File: src/rtl/uart_mem_cmd_ctrl.sv
// -----------------------------------------------------------------------------
// uart_mem_cmd_ctrl
// ASCII command engine between a byte UART (uart_basic) and a single memory
// port (blk_mem_gen). "@w\n" opens a write session of decimal words, one per
// LF, closed by '$'. "@r\n" reads back every word of the last write session,
// MSB byte first. Every session ends with "D\n" (done) or "E\n" (error).
//
// Parameters:
//   DATA_W          memory word width, multiple of 8 in 8..32
//   ADDR_W          memory address width
//   DEPTH           usable words, 1..2**ADDR_W
//   RD_LAT          memory read latency in cycles, 1..3
//   TIMEOUT_CYCLES  inter-byte timeout (only with CMD_TIMEOUT_EN)
//
// Ports:
//   clk, rst               clock, asynchronous active-high reset
//   rx_data, rx_ready      received byte and its one-cycle strobe
//   tx_data, tx_start      byte to send and its one-cycle request
//   tx_busy                transmitter busy (from the cycle after tx_start)
//   mem_en, mem_we         memory enable / write enable
//   mem_addr, mem_wdata    memory address / write data
//   mem_rdata              read data, valid RD_LAT cycles after a read
//   word_count             words written in the last write session
//   busy                   high whenever the engine is not idle
//   done_pulse, err_pulse  one-cycle pulse with the "D" / "E" tx_start
//
// Build option:
//   CMD_TIMEOUT_EN  when defined, a session that stalls for TIMEOUT_CYCLES
//                   between bytes (before reading starts) ends with "E\n".
// -----------------------------------------------------------------------------
module uart_mem_cmd_ctrl #(
    parameter int unsigned DATA_W         = 8,
    parameter int unsigned ADDR_W         = 10,
    parameter int unsigned DEPTH          = 1024,
    parameter int unsigned RD_LAT         = 1,
    parameter int unsigned TIMEOUT_CYCLES = 100000000
) (
    input  logic              clk,
    input  logic              rst,
    input  logic [7:0]        rx_data,
    input  logic              rx_ready,
    output logic [7:0]        tx_data,
    output logic              tx_start,
    input  logic              tx_busy,
    output logic              mem_en,
    output logic              mem_we,
    output logic [ADDR_W-1:0] mem_addr,
    output logic [DATA_W-1:0] mem_wdata,
    input  logic [DATA_W-1:0] mem_rdata,
    output logic [ADDR_W:0]   word_count,
    output logic              busy,
    output logic              done_pulse,
    output logic              err_pulse
);

    localparam int unsigned BYTES = DATA_W / 8;
    localparam int unsigned ACC_W = DATA_W + 4;
    localparam int unsigned CNT_W = ADDR_W + 1;

    localparam logic [7:0] CH_AT     = 8'h40;
    localparam logic [7:0] CH_W      = 8'h77;
    localparam logic [7:0] CH_R      = 8'h72;
    localparam logic [7:0] CH_LF     = 8'h0A;
    localparam logic [7:0] CH_DOLLAR = 8'h24;
    localparam logic [7:0] CH_D      = 8'h44;
    localparam logic [7:0] CH_E      = 8'h45;
    localparam logic [7:0] CH_0      = 8'h30;
    localparam logic [7:0] CH_9      = 8'h39;

    // Reject configurations the datapath is not sized for.
    if (DATA_W < 8 || DATA_W > 32 || (DATA_W % 8) != 0 ||
        RD_LAT < 1 || RD_LAT > 3 || DEPTH < 1 || ADDR_W > 30 ||
        DEPTH > (32'd1 << ADDR_W) || TIMEOUT_CYCLES < 1) begin : g_bad_params
        $error("uart_mem_cmd_ctrl: illegal parameter combination");
    end

    typedef enum logic [3:0] {
        S_IDLE,
        S_CMD,
        S_WR_HDR,
        S_RD_HDR,
        S_WR_DATA,
        S_RD_ISSUE,
        S_RD_WAIT,
        S_RD_SEND,
        S_ST_CHAR,
        S_ST_LF,
        S_ST_DRAIN
    } state_t;

    state_t             state_q, state_d;
    logic [DATA_W-1:0]  acc_q, acc_d;
    logic               seen_q, seen_d;
    logic [CNT_W-1:0]   addr_q, addr_d;
    logic [CNT_W-1:0]   wc_q, wc_d;
    logic [DATA_W-1:0]  word_q, word_d;
    logic [1:0]         idx_q, idx_d;
    logic [1:0]         lat_q, lat_d;
    logic               is_err_q, is_err_d;

    logic               mem_en_q, mem_en_d;
    logic               mem_we_q, mem_we_d;
    logic [ADDR_W-1:0]  mem_addr_q, mem_addr_d;
    logic [DATA_W-1:0]  mem_wdata_q, mem_wdata_d;
    logic               tx_start_q, tx_start_d;
    logic [7:0]         tx_data_q, tx_data_d;
    logic               done_q, done_d;
    logic               err_q, err_d;
    logic               busy_q, busy_d;

    logic               digit_c;
    logic [ACC_W-1:0]   acc_ext_c;
    logic               overflow_c;
    logic               full_c;
    logic               tx_ok_c;
    logic [7:0]         tx_byte_c;
    logic               timeout_c;

    // A new byte may only be started once the previous start has turned
    // into tx_busy and that busy has dropped again.
    assign tx_ok_c    = !tx_busy && !tx_start_q;
    assign digit_c    = (rx_data >= CH_0) && (rx_data <= CH_9);
    assign acc_ext_c  = ACC_W'(acc_q) * ACC_W'(10) + ACC_W'(rx_data - CH_0);
    assign overflow_c = |acc_ext_c[ACC_W-1:DATA_W];
    assign full_c     = (addr_q == CNT_W'(DEPTH));

    // Byte of the latched read word selected by idx_q, MSB byte first.
    always_comb begin
        tx_byte_c = word_q[DATA_W-1 -: 8];
        for (int b = 0; b < BYTES; b++) begin
            if (idx_q == 2'(b)) begin
                tx_byte_c = word_q[DATA_W-1-8*b -: 8];
            end
        end
    end

`ifdef CMD_TIMEOUT_EN
    localparam int unsigned TO_W = $clog2(TIMEOUT_CYCLES + 1);

    logic [TO_W-1:0] to_cnt_q, to_cnt_d;

    // Inter-byte timer: cleared by every received byte, runs only while a
    // session is waiting for input.
    always_comb begin
        to_cnt_d  = to_cnt_q;
        timeout_c = 1'b0;
        if (rx_ready) begin
            to_cnt_d = '0;
        end else if (state_q inside {S_CMD, S_WR_HDR, S_RD_HDR, S_WR_DATA}) begin
            to_cnt_d = to_cnt_q + TO_W'(1);
            if (to_cnt_q == TO_W'(TIMEOUT_CYCLES - 1)) begin
                timeout_c = 1'b1;
            end
        end
    end

    always_ff @(posedge clk or posedge rst) begin
        if (rst) begin
            to_cnt_q <= '0;
        end else begin
            to_cnt_q <= to_cnt_d;
        end
    end
`else
    assign timeout_c = 1'b0;
`endif

    // Next-state and registered-output logic.
    always_comb begin
        state_d     = state_q;
        acc_d       = acc_q;
        seen_d      = seen_q;
        addr_d      = addr_q;
        wc_d        = wc_q;
        word_d      = word_q;
        idx_d       = idx_q;
        lat_d       = lat_q;
        is_err_d    = is_err_q;
        mem_en_d    = 1'b0;
        mem_we_d    = 1'b0;
        mem_addr_d  = mem_addr_q;
        mem_wdata_d = mem_wdata_q;
        tx_start_d  = 1'b0;
        tx_data_d   = tx_data_q;
        done_d      = 1'b0;
        err_d       = 1'b0;

        case (state_q)
            S_IDLE: begin
                if (rx_ready && rx_data == CH_AT) begin
                    state_d = S_CMD;
                end
            end

            S_CMD: begin
                if (rx_ready) begin
                    if (rx_data == CH_W) begin
                        state_d = S_WR_HDR;
                    end else if (rx_data == CH_R) begin
                        state_d = S_RD_HDR;
                    end else begin
                        state_d  = S_ST_CHAR;
                        is_err_d = 1'b1;
                    end
                end
            end

            S_WR_HDR: begin
                if (rx_ready) begin
                    if (rx_data == CH_LF) begin
                        state_d = S_WR_DATA;
                        addr_d  = '0;
                        wc_d    = '0;
                        acc_d   = '0;
                        seen_d  = 1'b0;
                    end else begin
                        state_d  = S_ST_CHAR;
                        is_err_d = 1'b1;
                    end
                end
            end

            S_RD_HDR: begin
                if (rx_ready) begin
                    if (rx_data == CH_LF) begin
                        state_d = S_RD_ISSUE;
                        addr_d  = '0;
                    end else begin
                        state_d  = S_ST_CHAR;
                        is_err_d = 1'b1;
                    end
                end
            end

            S_WR_DATA: begin
                if (rx_ready) begin
                    if (digit_c) begin
                        if (overflow_c) begin
                            state_d  = S_ST_CHAR;
                            is_err_d = 1'b1;
                        end else begin
                            acc_d  = acc_ext_c[DATA_W-1:0];
                            seen_d = 1'b1;
                        end
                    end else if (rx_data == CH_LF || rx_data == CH_DOLLAR) begin
                        // '$' flushes a pending value exactly like LF, then ends.
                        if (seen_q && full_c) begin
                            state_d  = S_ST_CHAR;
                            is_err_d = 1'b1;
                        end else begin
                            if (seen_q) begin
                                mem_en_d    = 1'b1;
                                mem_we_d    = 1'b1;
                                mem_addr_d  = addr_q[ADDR_W-1:0];
                                mem_wdata_d = acc_q;
                                addr_d      = addr_q + CNT_W'(1);
                                wc_d        = wc_q + CNT_W'(1);
                                acc_d       = '0;
                                seen_d      = 1'b0;
                            end
                            if (rx_data == CH_DOLLAR) begin
                                state_d  = S_ST_CHAR;
                                is_err_d = 1'b0;
                            end
                        end
                    end else begin
                        state_d  = S_ST_CHAR;
                        is_err_d = 1'b1;
                    end
                end
            end

            S_RD_ISSUE: begin
                // Covers both an empty session and the end of the word list.
                if (addr_q == wc_q) begin
                    state_d  = S_ST_CHAR;
                    is_err_d = 1'b0;
                end else begin
                    mem_en_d   = 1'b1;
                    mem_addr_d = addr_q[ADDR_W-1:0];
                    lat_d      = '0;
                    state_d    = S_RD_WAIT;
                end
            end

            S_RD_WAIT: begin
                // lat_q counts cycles since mem_en was on the port.
                if (lat_q == 2'(RD_LAT)) begin
                    word_d  = mem_rdata;
                    idx_d   = '0;
                    state_d = S_RD_SEND;
                end else begin
                    lat_d = lat_q + 2'd1;
                end
            end

            S_RD_SEND: begin
                if (tx_ok_c) begin
                    tx_start_d = 1'b1;
                    tx_data_d  = tx_byte_c;
                    if (idx_q == 2'(BYTES - 1)) begin
                        addr_d  = addr_q + CNT_W'(1);
                        state_d = S_RD_ISSUE;
                    end else begin
                        idx_d = idx_q + 2'd1;
                    end
                end
            end

            S_ST_CHAR: begin
                if (tx_ok_c) begin
                    tx_start_d = 1'b1;
                    tx_data_d  = is_err_q ? CH_E : CH_D;
                    done_d     = !is_err_q;
                    err_d      = is_err_q;
                    state_d    = S_ST_LF;
                end
            end

            S_ST_LF: begin
                if (tx_ok_c) begin
                    tx_start_d = 1'b1;
                    tx_data_d  = CH_LF;
                    state_d    = S_ST_DRAIN;
                end
            end

            S_ST_DRAIN: begin
                if (tx_ok_c) begin
                    state_d = S_IDLE;
                end
            end

            default: begin
                state_d = S_IDLE;
            end
        endcase

        // A stalled session aborts; timeout_c is never set with a byte present.
        if (timeout_c) begin
            state_d  = S_ST_CHAR;
            is_err_d = 1'b1;
        end

        busy_d = (state_d != S_IDLE);
    end

    // State and output registers.
    always_ff @(posedge clk or posedge rst) begin
        if (rst) begin
            state_q     <= S_IDLE;
            acc_q       <= '0;
            seen_q      <= 1'b0;
            addr_q      <= '0;
            wc_q        <= '0;
            word_q      <= '0;
            idx_q       <= '0;
            lat_q       <= '0;
            is_err_q    <= 1'b0;
            mem_en_q    <= 1'b0;
            mem_we_q    <= 1'b0;
            mem_addr_q  <= '0;
            mem_wdata_q <= '0;
            tx_start_q  <= 1'b0;
            tx_data_q   <= '0;
            done_q      <= 1'b0;
            err_q       <= 1'b0;
            busy_q      <= 1'b0;
        end else begin
            state_q     <= state_d;
            acc_q       <= acc_d;
            seen_q      <= seen_d;
            addr_q      <= addr_d;
            wc_q        <= wc_d;
            word_q      <= word_d;
            idx_q       <= idx_d;
            lat_q       <= lat_d;
            is_err_q    <= is_err_d;
            mem_en_q    <= mem_en_d;
            mem_we_q    <= mem_we_d;
            mem_addr_q  <= mem_addr_d;
            mem_wdata_q <= mem_wdata_d;
            tx_start_q  <= tx_start_d;
            tx_data_q   <= tx_data_d;
            done_q      <= done_d;
            err_q       <= err_d;
            busy_q      <= busy_d;
        end
    end

    assign tx_data    = tx_data_q;
    assign tx_start   = tx_start_q;
    assign mem_en     = mem_en_q;
    assign mem_we     = mem_we_q;
    assign mem_addr   = mem_addr_q;
    assign mem_wdata  = mem_wdata_q;
    assign word_count = wc_q;
    assign busy       = busy_q;
    assign done_pulse = done_q;
    assign err_pulse  = err_q;

endmodule

File: config.mk
export PLATFORM = sky130hd
export DESIGN_NAME = uart_mem_cmd_ctrl
export DESIGN_NICKNAME = d
export VERILOG_FILES = /design/src/rtl/uart_mem_cmd_ctrl.sv
export SDC_FILE = /design/constraint.sdc
export NUM_CORES = 1
export LEC_CHECK = 0
export BUFFER_PORTS_ARGS = -buffer_cell sky130_fd_sc_hd__buf_2
export CORE_UTILIZATION = 40
export DETAILED_ROUTE_END_ITERATION = 10
export PLACE_DENSITY_LB_ADDON = 0.12
export SYNTH_ARGS = -nofsm -noshare
export SYNTH_HDL_FRONTEND = slang
export SYNTH_SLANG_ARGS = --single-unit
File: constraint.sdc
create_clock -name clk -period 4.6 [get_ports clk]
set_clock_uncertainty 0.2 [all_clocks]
set_input_delay 0.92 -clock clk [delete_from_list [all_inputs] [get_ports clk]]
set_output_delay 0.92 -clock clk [all_outputs]
set_load 0.01 [all_outputs]
* Yosys cells after proc, flatten, opt, wreduce, memory -nomap -nowiden *
Index checks and enable logic that the tools add are counted.
W data, S select, Z words.

cells by class
  muxes and demuxes = 101
  bitwise logic cells = 2
  $mul = 1
  equality and inequality tests = 46
  magnitude comparators = 2
  $add $sub $neg = 6
  reductions and logical operators = 32

operator list
  operator                 number
  $mux W11                 14
  $mux W8                  11
  $mux W4                  21
  $mux W10                 6
  $pmux W4 S11             1
  $ne A2 B2 Y1 const B     20
  $mux W1                  33
  $pmux W11 S3             1
  $eq A8 B7 Y1 const B     3
  $pmux W8 S3              1
  $add A11 B1 Y11 const B  2
  $pmux W11 S2             1
  $pmux W10 S2             1
  $reduce_and A10 Y1       2
  $eq A4 B3 Y1 const B     4
  $pmux W8 S2              1
  $reduce_and A8 Y1        2
  $ne A3 B3 Y1 const B     5
  $reduce_and A7 Y1        2
  $add A12 B12 Y12         1
  $eq A4 B4 Y1 const B     3
  $eq A11 B11 Y1           1
  $eq A11 B11 Y1 const B   1
  $mul A8 B3 Y11 const B   1
  31 further kinds         52

word-level totals
  bits in registers = 80
  word-level logic and storage cells = 208
  output and inout bits = 43
  input port bits = 20

* Longest topological paths before layout *
  word-level depth = 8
  gate-level depth with buffers = 16
  gate-level depth less buffers = 16

* Least setup slack after synthesis *
No wires, ideal clock.

  path kind = reg-to-reg
  start point = register acc_q[1]
  end point = register acc_q[3]
  cell stages (with the launch flop) = 16
  setup time = 141 ps
  period minus slack after synthesis = 4274 ps
  slack = 326 ps
  arrival = 3933 ps
  cells stage by stage = dfrtp_1 > ha_1 > ha_1 > fa_1 > a21o_1 > a21oi_1 > o21bai_1 > a21oi_1 > xnor2_1 > ha_1 > or2_2 > or2_2 > mux2_2 > a311oi_1 > o211a_1 > o22ai_1

on the way
  word-level cells in the longest chain between the ends = 6
  elaborated cells on any way between the ends = 9

ends and longest elaborated chain
  item                    line  source
  start, declared         92    logic [DATA_W-1:0] acc_q, acc_d;
  start signal, assigned  352   acc_q <= '0;
  start signal, assigned  371   acc_q <= acc_d;
  $mul A8 B3 Y11 *        123   assign acc_ext_c = ACC_W'(acc_q) * ACC_W'(10) + ACC_W'(rx_data - CH_0);
  $add A12 B12 Y12 *      123
  $mux W8                 238   if (overflow_c) begin
  $mux W8                 237   if (digit_c) begin
  $mux W8                 236   if (rx_ready) begin
  $pmux W8 S2             188   case (state_q)

Every way passes the cells marked *; elsewhere a longest branch is shown, timed or not. The select of a mux whose other input is x is not followed.
A chain may end at the register's enable or synchronous reset.

* Final worst setup path *
  start point = register acc_q[3]
  end point = register acc_q[0]

on the way
  word-level cells in the longest chain between the ends = 5

ends and longest elaborated chain
  item                         line  source
  $mul A8 B3 Y11               123
  $add A12 B12 Y12             123
  $reduce_or A4 Y1             124   assign overflow_c = |acc_ext_c[ACC_W-1:DATA_W];
  $ne A3 B3 Y1 (no line)       n/a
  $reduce_and A8 Y1 (no line)  n/a

No other way between the ends.

==> results.json <==
{
  "outcome": "completed",
  "final_max_slew_viol_count": 0,
  "finalWirelength_microns": 12110,
  "fillers": 1152,
  "tightest_slew_ns": 0.7473,
  "fp.dieW_microns": 112.9,
  "areaGrowthSynthToFinish_pct": 16.42,
  "grt_antenna_before_repair": 0,
  "num_antenna_cells": 0,
  "synth_area_sq_um": 4923,
  "yosys_top_cell_by_area": "dfrtp_1",
  "synth_ff_type": "dfrtp_1",
  "synth-edff-count": 0,
  "timing_worst_setup_path_type": "reg2reg",
  "grt_first_pass_wirelength_microns": 20780,
  "synth-seq-area-share_pct": 40.66,
  "cellPowerDensity_nw_per_um2": 363.8,
  "post-layout-total-power_mw": 2.085,
  "cp-start-kind": "flip-flop",
  "final.setup.worst_slack_ns": 0.1828,
  "yosysWarningCount": 0,
  "grt_start_max_net_pins": 43,
  "path_delay_family": "adder cells",
  "fin_tns_setup_ns": 0,
  "drtPass1Iterations": 7,
  "ioPinCount": 63,
  "path_max_fanout": 9,
  "path_clk_slew_ns": 0.07,
  "track_usage_pct": 20.73,
  "ys_seq_elements": 80,
  "cp-end-kind": "flip-flop",
  "numCtsBuffers": 9,
  "setup_viol_count_final": 0,
  "post_synth_num_cell_types": 55,
  "layout.cells.most_common_list": "dfrtp_1, buf_2, nand2_1, nor2_1, o21ai_0",
  "syn_inst": 528,
  "drive_gt1_share_pct": 22.02,
  "synth.top_cells.by_area": "dfrtp_1, ha_1, mux2_2",
  "ant_nets": 0,
  "max_cap_viol_count": 0,
  "worst_ir_drop_vdd_mv": 0.1415,
  "insertion_delay_ns": 0.35,
  "preCtsSetupSlack_ns": 0.1514,
  "globalRouteOverflowTotal": 0,
  "post_cts_hold_buffer_count": 0,
  "clk_path_buf_depth": 2,
  "postSynthNetCount": 580,
  "core_region_area_sq_um": 12010,
  "dpl.cell_count": 726,
  "max_freq_mhz": 226.4,
  "cts.htree.levels": 3,
  "async_reset_ff_share_pct": 100.0,
  "chipHeight_microns": 112.9,
  "critPathRequiredTime_ns": 4.67,
  "initial_core_util_pct": 40.99,
  "total_of_buffers_placed_on_input_and_output_ports": 62,
  "clk_root_buffer_cell": "clkbuf_16",
  "rsz0062_at_grt": "false",
  "gp_congestion": 0.8044,
  "drt-initial-drc-count": 290,
  "most_frequent_standard_cell_in_the_layout_excluding_fill_and_tap_cells": "dfrtp_1",
  "timing.slew.headroom_pct": 50.12,
  "avg_cell_area_syn_sq_um": 9.325,
  "timing.reg2reg.setup_slack_ns": 0.18,
  "layout.nets": 642,
  "tritoncts": "yes",
  "hold_path.class": "reg2reg",
  "viasPerCell": 5.702,
  "clock-sinks": 80,
  "wl_per_cell_microns": 16.32,
  "cp_num_buf_inv": 2,
  "cells_along_the_critical_path": "ha_1 > ha_1 > fa_1 > a21o_1 > a21oi_2 > o21bai_1 > a21oi_1 > xnor2_1 > ha_1 > or2_2 > or2_2 > mux2_2 > a311oi_1 > buf_4 > o2111ai_2 > buf_4 > o22ai_1",
  "critical_path.slowest_cell": "dfrtp_1",
  "number_of_global_route_vias_before_repair": 4121,
  "number_of_hold_slack_violations_in_the_final_timing_report": 0,
  "rows": 40,
  "max_stage_delay_ns": 0.42,
  "post-route-period-util_pct": 96.03,
  "via_count": 4231,
  "holdWs_ns": 0.2413,
  "drt_drc_violations_left": 0,
  "dieArea_sq_um": 12760,
  "finalNonFillerCells": 742,
  "worstPathArrival_ns": 4.48,
  "layout_min_cycle_time_ns": 4.417,
  "total_leakage_power_nw": 2.774,
  "dp_hpwl_microns": 8783,
  "synth_top_area_share_pct": 40.66,
  "critPathMostFrequentCell": "ha_1"
}
-- registers in the layout, summed over array words and instances (netlist names), 2 cells and up --
register    count
idx_q           2
state_q         4
addr_q         11
tx_byte_c       8
lat_q           2
word_count     11
mem_addr       10
mem_wdata       8
acc_q           8
tx_data         8
-- area by class of cell --
class | count | area (sq um) | area share [%]
clock buffer | 9 | 225.2 | 3.929
clock inverter | 7 | 78.83 | 1.375
inverter | 26 | 98.84 | 1.725
multi-input combinational | 400 | 2750 | 47.98
sequential | 80 | 2002 | 34.93
tap | 147 | 183.9 | 3.209
timing repair buffer | 73 | 392.9 | 6.854
-- routing by layer --
metal	global-route usage [%]	part of all wire (%)	vias up	wire, microns
li1	-	-	2028	-
met1	28.58	47	2037	5742
met2	32.47	46	133	5570
met3	4.178	4.4	33	539
met4	7.281	2.2	0	261
met5	0	0	-	0
-- per-stage QoR --
step	utilization (%)	instance area, sq um
finish	47.72	5732
global route	47.72	5732
CTS	47.63	5720
detailed placement	45.09	5416
global placement	45.09	5416
floorplan	-	4923
-- final timing paths --
check | from | endpoint | depth (start not counted)
min in group asynchronous | rst | busy | 2
max reg2reg | acc_q[3] | acc_q[0] | 17
min | is_err_q | done_pulse | 1
max in group asynchronous | rst | word_count[6] | 3
max | acc_q[3] | acc_q[0] | 17
min reg2reg | is_err_q | done_pulse | 1
-- logic make-up after synthesis --
| kind of cell | after synthesis | share of synthesized area [%] |
|---|---|---|
| buffers and inverters | 48 | 3.710 |
| multiplexers | 29 | 6.607 |
| adder cells (fa/ha/maj) | 32 | 8.437 |
| flip-flops | 80 | 40.66 |
| AO/OA/AOI/OAI | 118 | 15.71 |
| AND/OR/NAND/NOR | 184 | 18.30 |
| XOR/XNOR | 37 | 6.582 |
-- synth_stat cells (all sizes together), types with 3 or more instances --
| cell | number |
|---|---|
| o211ai | 4 |
| nand2b | 6 |
| or2 | 7 |
| nor4 | 11 |
| inv | 26 |
| a211oi | 4 |
| nor4b | 3 |
| o21a | 3 |
| nand2 | 58 |
| o22ai | 8 |
| and3 | 4 |
| o21ai | 32 |
| a311oi | 3 |
| a21o | 7 |
| o41ai | 3 |
| xnor2 | 27 |
| ha | 30 |
| mux2 | 28 |
| nor3 | 12 |
| and2 | 4 |
| nand4 | 9 |
| buf | 4 |
| or3 | 6 |
| a211o | 3 |
| nor2b | 3 |
| xor2 | 10 |
| nor2 | 44 |
| a21oi | 25 |
| dfrtp | 80 |
| nand3 | 11 |
| a31oi | 7 |
| clkbuf | 18 |
-- worst register-to-register path, stage by stage, from the launching register on --
cell	delay (ns)
dfrtp_1	0.42
ha_1	0.29
ha_1	0.24
fa_1	0.42
a21o_1	0.20
a21oi_2	0.15
o21bai_1	0.07
a21oi_1	0.17
xnor2_1	0.14
ha_1	0.26
or2_2	0.30
or2_2	0.28
mux2_2	0.26
a311oi_1	0.29
buf_4	0.18
o2111ai_2	0.10
buf_4	0.19
o22ai_1	0.17
-- power by group --
group          total [mW]  internal (mW)  switching (mW)
Clock               0.749          0.426           0.323
Combinational       0.449          0.182           0.267
Sequential          0.888          0.789          0.0987
Total                2.09           1.40           0.688
-- timing repair --
action	4_1_cts	5_1_grt
gates resized for setup	0	3
setup buffers	0	0
endpoints found under the setup margin	0	8
Power figures use the tool's default switching activity.
